## src/rtl/irq_ctrl_if.sv

```systemverilog
// Host address/command bus shared by the core's memory-mapped peripherals.
// The core drives the master side and irq_ctrl is the slave.
interface irq_ctrl_if #(
  parameter int data_size = 32,
  parameter int padd_size = 24,
  parameter int cmd_size  = 3
);
  logic [padd_size-1:0] host_addr;
  logic [cmd_size-1:0]  host_cmd;
  logic [data_size-1:0] host_datain;
  logic [data_size-1:0] host_dataout;

  modport master (
    output host_addr,
    output host_cmd,
    output host_datain,
    input  host_dataout
  );

  modport slave (
    input  host_addr,
    input  host_cmd,
    input  host_datain,
    output host_dataout
  );
endinterface

```

## src/rtl/irq_ctrl.sv

```systemverilog
// Programmable interrupt controller: synchronises the sources, latches them as edge or level,
// masks and prioritises them, and presents one registered request plus source ID to the core.
module irq_ctrl #(
  parameter int                   data_size = 32,
  parameter int                   padd_size = 24,
  parameter int                   cmd_size  = 3,
  parameter int                   irq_src   = 4,
  parameter logic [padd_size-1:0] IRQ_BASE  = 24'h00F000
) (
  input  logic               clk0,
  input  logic               reset,
  input  logic [irq_src-1:0] irq_in,
  irq_ctrl_if.slave          host,
  output logic               irq_out,
  output logic [3:0]         irq_id
);

  localparam logic [cmd_size-1:0] CMD_WR = cmd_size'(1);
  localparam logic [cmd_size-1:0] CMD_RD = cmd_size'(2);

  logic [irq_src-1:0]   s1_reg, s2_reg, s3_reg;
  logic [irq_src-1:0]   pend_reg, enable_reg, mode_reg;
  logic                 gie_reg;
  logic [irq_src-1:0]   pend_next;
  logic [irq_src-1:0]   rise, act, wdata;
  logic [3:0]           id_next;
  logic [data_size-1:0] rd_data;
  logic                 sel, wr, rd;
  logic [1:0]           reg_sel;
  logic                 wr_pend, wr_enable, wr_mode, wr_ctrl;
  logic                 unused_bits;

  // Address bits [1:0] and unimplemented data bits carry no meaning here.
  assign unused_bits = ^{host.host_addr[1:0], host.host_datain};

  assign sel       = (host.host_addr[padd_size-1:4] == IRQ_BASE[padd_size-1:4]);
  assign wr        = sel && (host.host_cmd == CMD_WR);
  assign rd        = sel && (host.host_cmd == CMD_RD);
  assign reg_sel   = host.host_addr[3:2];
  assign wr_pend   = wr && (reg_sel == 2'd0);
  assign wr_enable = wr && (reg_sel == 2'd1);
  assign wr_mode   = wr && (reg_sel == 2'd2);
  assign wr_ctrl   = wr && (reg_sel == 2'd3);
  assign wdata     = host.host_datain[irq_src-1:0];

  assign rise = s2_reg & ~s3_reg;
  assign act  = pend_reg & enable_reg;

  // Edge bits: a new rise beats a same-cycle W1C. Level bits follow s2, except that
  // switching a bit to edge mode starts it from a clean, non-pending state.
  generate
    for (genvar gi = 0; gi < irq_src; gi++) begin : g_pend
      assign pend_next[gi] = mode_reg[gi]
                           ? (rise[gi] | (pend_reg[gi] & ~(wr_pend & wdata[gi])))
                           : ((wr_mode & wdata[gi]) ? 1'b0 : s2_reg[gi]);
    end
  endgenerate

  always_comb begin
    id_next = 4'd0;
    for (int i = irq_src - 1; i >= 0; i--) begin
      if (act[i]) id_next = 4'(i);
    end
  end

  always_comb begin
    rd_data = '0;
    case (reg_sel)
      2'd0: rd_data[irq_src-1:0] = pend_reg;
      2'd1: rd_data[irq_src-1:0] = enable_reg;
      2'd2: rd_data[irq_src-1:0] = mode_reg;
      default: begin
        rd_data[data_size-1] = gie_reg;
        rd_data[8]           = irq_out;
        rd_data[3:0]         = irq_id;
      end
    endcase
  end

  always_ff @(posedge clk0 or negedge reset) begin
    if (!reset) begin
      s1_reg            <= '0;
      s2_reg            <= '0;
      s3_reg            <= '0;
      pend_reg          <= '0;
      enable_reg        <= '0;
      mode_reg          <= '0;
      gie_reg           <= 1'b0;
      irq_out           <= 1'b0;
      irq_id            <= 4'd0;
      host.host_dataout <= '0;
    end else begin
      s1_reg   <= irq_in;
      s2_reg   <= s1_reg;
      s3_reg   <= s2_reg;
      pend_reg <= pend_next;
      if (wr_enable) enable_reg <= wdata;
      if (wr_mode)   mode_reg   <= wdata;
      if (wr_ctrl)   gie_reg    <= host.host_datain[data_size-1];
      irq_out           <= gie_reg & (|act);
      irq_id            <= id_next;
      host.host_dataout <= rd ? rd_data : '0;
    end
  end

endmodule

```

## src/flat_wrapper.sv

```systemverilog
// flat-port wrapper written by rule: the top's interface ports become plain ports
module irq_ctrl_flat 
#(
  parameter int                   data_size = 32,
  parameter int                   padd_size = 24,
  parameter int                   cmd_size  = 3,
  parameter int                   irq_src   = 4,
  parameter logic [padd_size-1:0] IRQ_BASE  = 24'h00F000
)
  (clk0, reset, irq_in, irq_out, irq_id, host_host_addr, host_host_cmd, host_host_datain, host_host_dataout);
  irq_ctrl_if #(.data_size(data_size), .padd_size(padd_size), .cmd_size(cmd_size)) host_i ();
  input  logic clk0;
  input  logic reset;
  input  logic [irq_src-1:0] irq_in;
  output logic irq_out;
  output logic [3:0] irq_id;
  input wire logic [$bits(host_i.host_addr)-1:0] host_host_addr;
  input wire logic [$bits(host_i.host_cmd)-1:0] host_host_cmd;
  input wire logic [$bits(host_i.host_datain)-1:0] host_host_datain;
  output wire logic [$bits(host_i.host_dataout)-1:0] host_host_dataout;
  assign host_i.host_addr = host_host_addr;
  assign host_i.host_cmd = host_host_cmd;
  assign host_i.host_datain = host_host_datain;
  assign host_host_dataout = host_i.host_dataout;
  irq_ctrl #(.data_size(data_size), .padd_size(padd_size), .cmd_size(cmd_size), .irq_src(irq_src), .IRQ_BASE(IRQ_BASE)) u_core (.clk0(clk0), .reset(reset), .irq_in(irq_in), .host(host_i), .irq_out(irq_out), .irq_id(irq_id));
endmodule
```

## config.mk

```make
export PLATFORM = sky130hd
export DESIGN_NAME = irq_ctrl_flat
export DESIGN_NICKNAME = d
export VERILOG_FILES = /design/src/rtl/irq_ctrl_if.sv /design/src/rtl/irq_ctrl.sv /design/src/flat_wrapper.sv
export SDC_FILE = /design/constraint.sdc
export NUM_CORES = 1
export LEC_CHECK = 0
export BUFFER_PORTS_ARGS = -buffer_cell sky130_fd_sc_hd__buf_2
export CORE_ASPECT_RATIO = 0.75
export CORE_UTILIZATION = 46
export DETAILED_ROUTE_END_ITERATION = 7
export PLACE_DENSITY = 0.84
export SLEW_MARGIN = 20
export SYNTH_ARGS = -nofsm -noshare
export SYNTH_HDL_FRONTEND = slang
export SYNTH_SLANG_ARGS = --single-unit
```

## constraint.sdc

```tcl
create_clock -name clk0 -period 2.25 [get_ports clk0]
set_input_delay 0.3375 -clock clk0 [delete_from_list [all_inputs] [get_ports clk0]]
set_output_delay 0.3375 -clock clk0 [all_outputs]
set_load 0.02 [all_outputs]
```

==> results.md <==
- Gpl congestion: 0.7514
- Critical Path RT: around 2.4 ns
- Hold slack: between 0.1 and 0.15 ns
- Crit Reg-Reg Startpoint: u_core.s2_reg[1]
- Final WL: between 2 and 3 mm
- Via count of the first global-routing pass: 1030
- Fin util: a little under three fifths
- # hold bufs at CTS: 0
- Largest net degree at the start of global routing: 35
- Setup TNS: 0 ns
- Crit Path Class: input port to flop
- CTS clock-pin slew for the worst setup and hold paths: around 0.06 ns
- TritonCTS clock tree: yes
- Port Buffer Count: between 40 and 50
- DRC: 0
- Avg Cell Area, Syn: 11.41 um2
- Starting Density: 50.33%
- Area grow syn2layout: 14.16%
- Pwr/cell area: 614.8 nW/um2
- Root buf cell: clkbuf_8
- Die height: 55 um
- Fin. Hold Viols: 0
- Post-synthesis sequential area ratio: 49.38%
- Leakage power total: 0.9927 nW
- Setup crit start: host_host_addr[17]
- Via count: 1172
- Post-route ant nets: 0
- Max Transition Viols Final: 0
- Hold Path Class: input port to asynchronous set/reset pin
- Share of cells above drive strength 1: about 34%
- Full die area: 3997 um2
- Max-cap viol count: 0
- Diode count: 0
- Slew margin rel.: 51.71%
- Boundary Pins: 102
- Iteration-0 DRC Markers: 59
- Biggest area consumer among synthesized cells: dfrtp_1
- H-tree levels: 2
- Cts bufs inserted: 5
- Vias per inst: roughly 4.7
- GRT Residual Overflow: 0
- Status: finished, final reports clean
- Global-route wire length before repair: 4.657 mm
- Type of origin of the critical path: input port
- Post-synth top area share: 49.38%
- CP arrival: ~1.9 ns
- Nets@finish: 263
- Post-synthesis cell type count: 33
- Actual slew at the worst max-slew pin: around 0.72 ns
- Post-synthesis cell area: between 1500 and 2000 um2
- Clock Sinks: 34
- Mapped Cells: 151
- RSZ-0062 raised after global routing: no
- Final HPWL DP: 2.194 mm
- GR Util All Layers: 16.53%
- Maximum VDD drop: 426.2 uV
- WL/cell: around 11 um
- Critical Path End Type: flop
- Total setup buffers inserted after CTS: 0
- Max FO, Critical Path: 4
- Clock skew: between 0.006 and 0.007 ns
- Die Wd: 72.67 um
- Final cycle utilization of the critical path: 77.41%
- Max Clk Rate: 574.2 MHz
- FF+latch count, synth: 34
- # rows: 18
- CORE AREA: 3423 um2
- Ranking of synthesized cells by area: dfrtp_1 49%, buf_4 12%, mux2_2 5.9%
- Resized Gates After CTS: 0
- Worst slack at placement: 0.2102 ns
- # setup viols final: 0
- Max reg flops: 6
- Initial antenna violation count: 0
- Clock Latency Late Sink: roughly 0.28 ns
- CTS Buffer Depth: 2
- Top reg by flops: u_core.host.host_dataout
- Total power: 1.209 mW
- Final worst setup slack: just over 0.5 ns
- Ys Warns: 0
- Post-route minimum period: 1.742 ns
- DRT Pass-1 Iters: 4
-- cells in the mapped netlist (all sizes together) --
| cell | instances |
|---|---|
| a32oi | 1 |
| nand3 | 1 |
| conb | 1 |
| a31oi | 4 |
| o21ai | 4 |
| mux2i | 2 |
| and2 | 1 |
| a311o | 4 |
| buf | 31 |
| or4b | 1 |
| nor2b | 10 |
| mux2 | 9 |
| nand4 | 3 |
| nor4 | 2 |
| nor3 | 4 |
| inv | 6 |
| a21oi | 8 |
| nand2b | 4 |
| dfrtp | 34 |
| and4b | 1 |
| nand2 | 6 |
| and2b | 1 |
| mux4 | 2 |
| nand4b | 1 |
| a22oi | 2 |
| or4 | 2 |
| nor2 | 5 |
| nor3b | 1 |
-- worst max-delay path: stages --
cell,delay [ns]
buf_2,0.09
or4_4,0.57
nor4_4,0.42
a31oi_1,0.14
a311o_1,0.34
-- layout by cell type, fill, tap and decap left out, types with 2 or more instances in the layout --
master | netlist | routed
a21oi_1 | 8 | 8
a22oi_1 | 2 | 2
a311o_1 | 4 | 4
a31oi_1 | 4 | 4
buf_2 | 2 | 44
clkbuf_8 | 0 | 6
conb_1 | 1 | 28
dfrtp_1 | 34 | 34
inv_1 | 6 | 6
mux2_2 | 9 | 9
mux2i_1 | 2 | 2
mux4_2 | 2 | 2
nand2_1 | 6 | 6
nand2b_1 | 4 | 4
nand4_1 | 2 | 2
nor2_1 | 5 | 5
nor2b_1 | 10 | 10
nor3_1 | 3 | 3
o21ai_0 | 4 | 4
or4_4 | 2 | 2
-- power breakdown --
| group | total [mW] | internal (mW) | leakage [nW] | switching (mW) |
|---|---|---|---|---|
| Sequential | 0.639 | 0.627 | 0.435 | 0.0119 |
| Clock | 0.448 | 0.246 | 0.0482 | 0.201 |
| Combinational | 0.123 | 0.0419 | 0.509 | 0.0807 |
| Total | 1.21 | 0.915 | 0.993 | 0.294 |
-- worst paths after layout --
kind	end	cells past startpoint	slack (ns)
setup / recovery	u_core.pend_reg[3]	5	0.51
hold / removal	u_core.s2_reg[1]	1	0.11
setup reg to reg	u_core.pend_reg[1]	4	0.95
hold reg to reg	u_core.s2_reg[1]	0	0.35
max in group asynchronous	u_core.enable_reg[3]	1	1.67
min in group clk0	u_core.s1_reg[0]	1	0.16
-- routing by layer --
layer / track usage, % / share of wire [%]
met5: 0 / 0
met4: 7.843 / 0.91
met3: 6.522 / 7.4
met2: 26.17 / 49
met1: 20.23 / 42
-- through the flow --
stage,cell area [um2],cells
after global placement,1876,241
after CTS,1967,249
after global routing,1967,249
final,1967,249
after floorplan,1824,178
after detailed placement,1876,241
-- kinds of logic after synthesis --
kind of cell,after synthesis,share of synthesized area (%)
other cells,1,0.2177
flops,34,49.38
simple gates,43,17.36
mux,13,9.659
compound gates,23,8.642
buf+inv,37,14.74
-- final cells by class --
type	count	area (um2)
clock buffer	7	86.33
clock inverter	1	5.005
fill	309	1456
inverter	6	22.52
multi-input combinational	107	719.4
sequential	34	850.8
tap	50	62.56
timing repair buffer	44	220.2
Note: power is estimated with default switching activity, not from simulation.
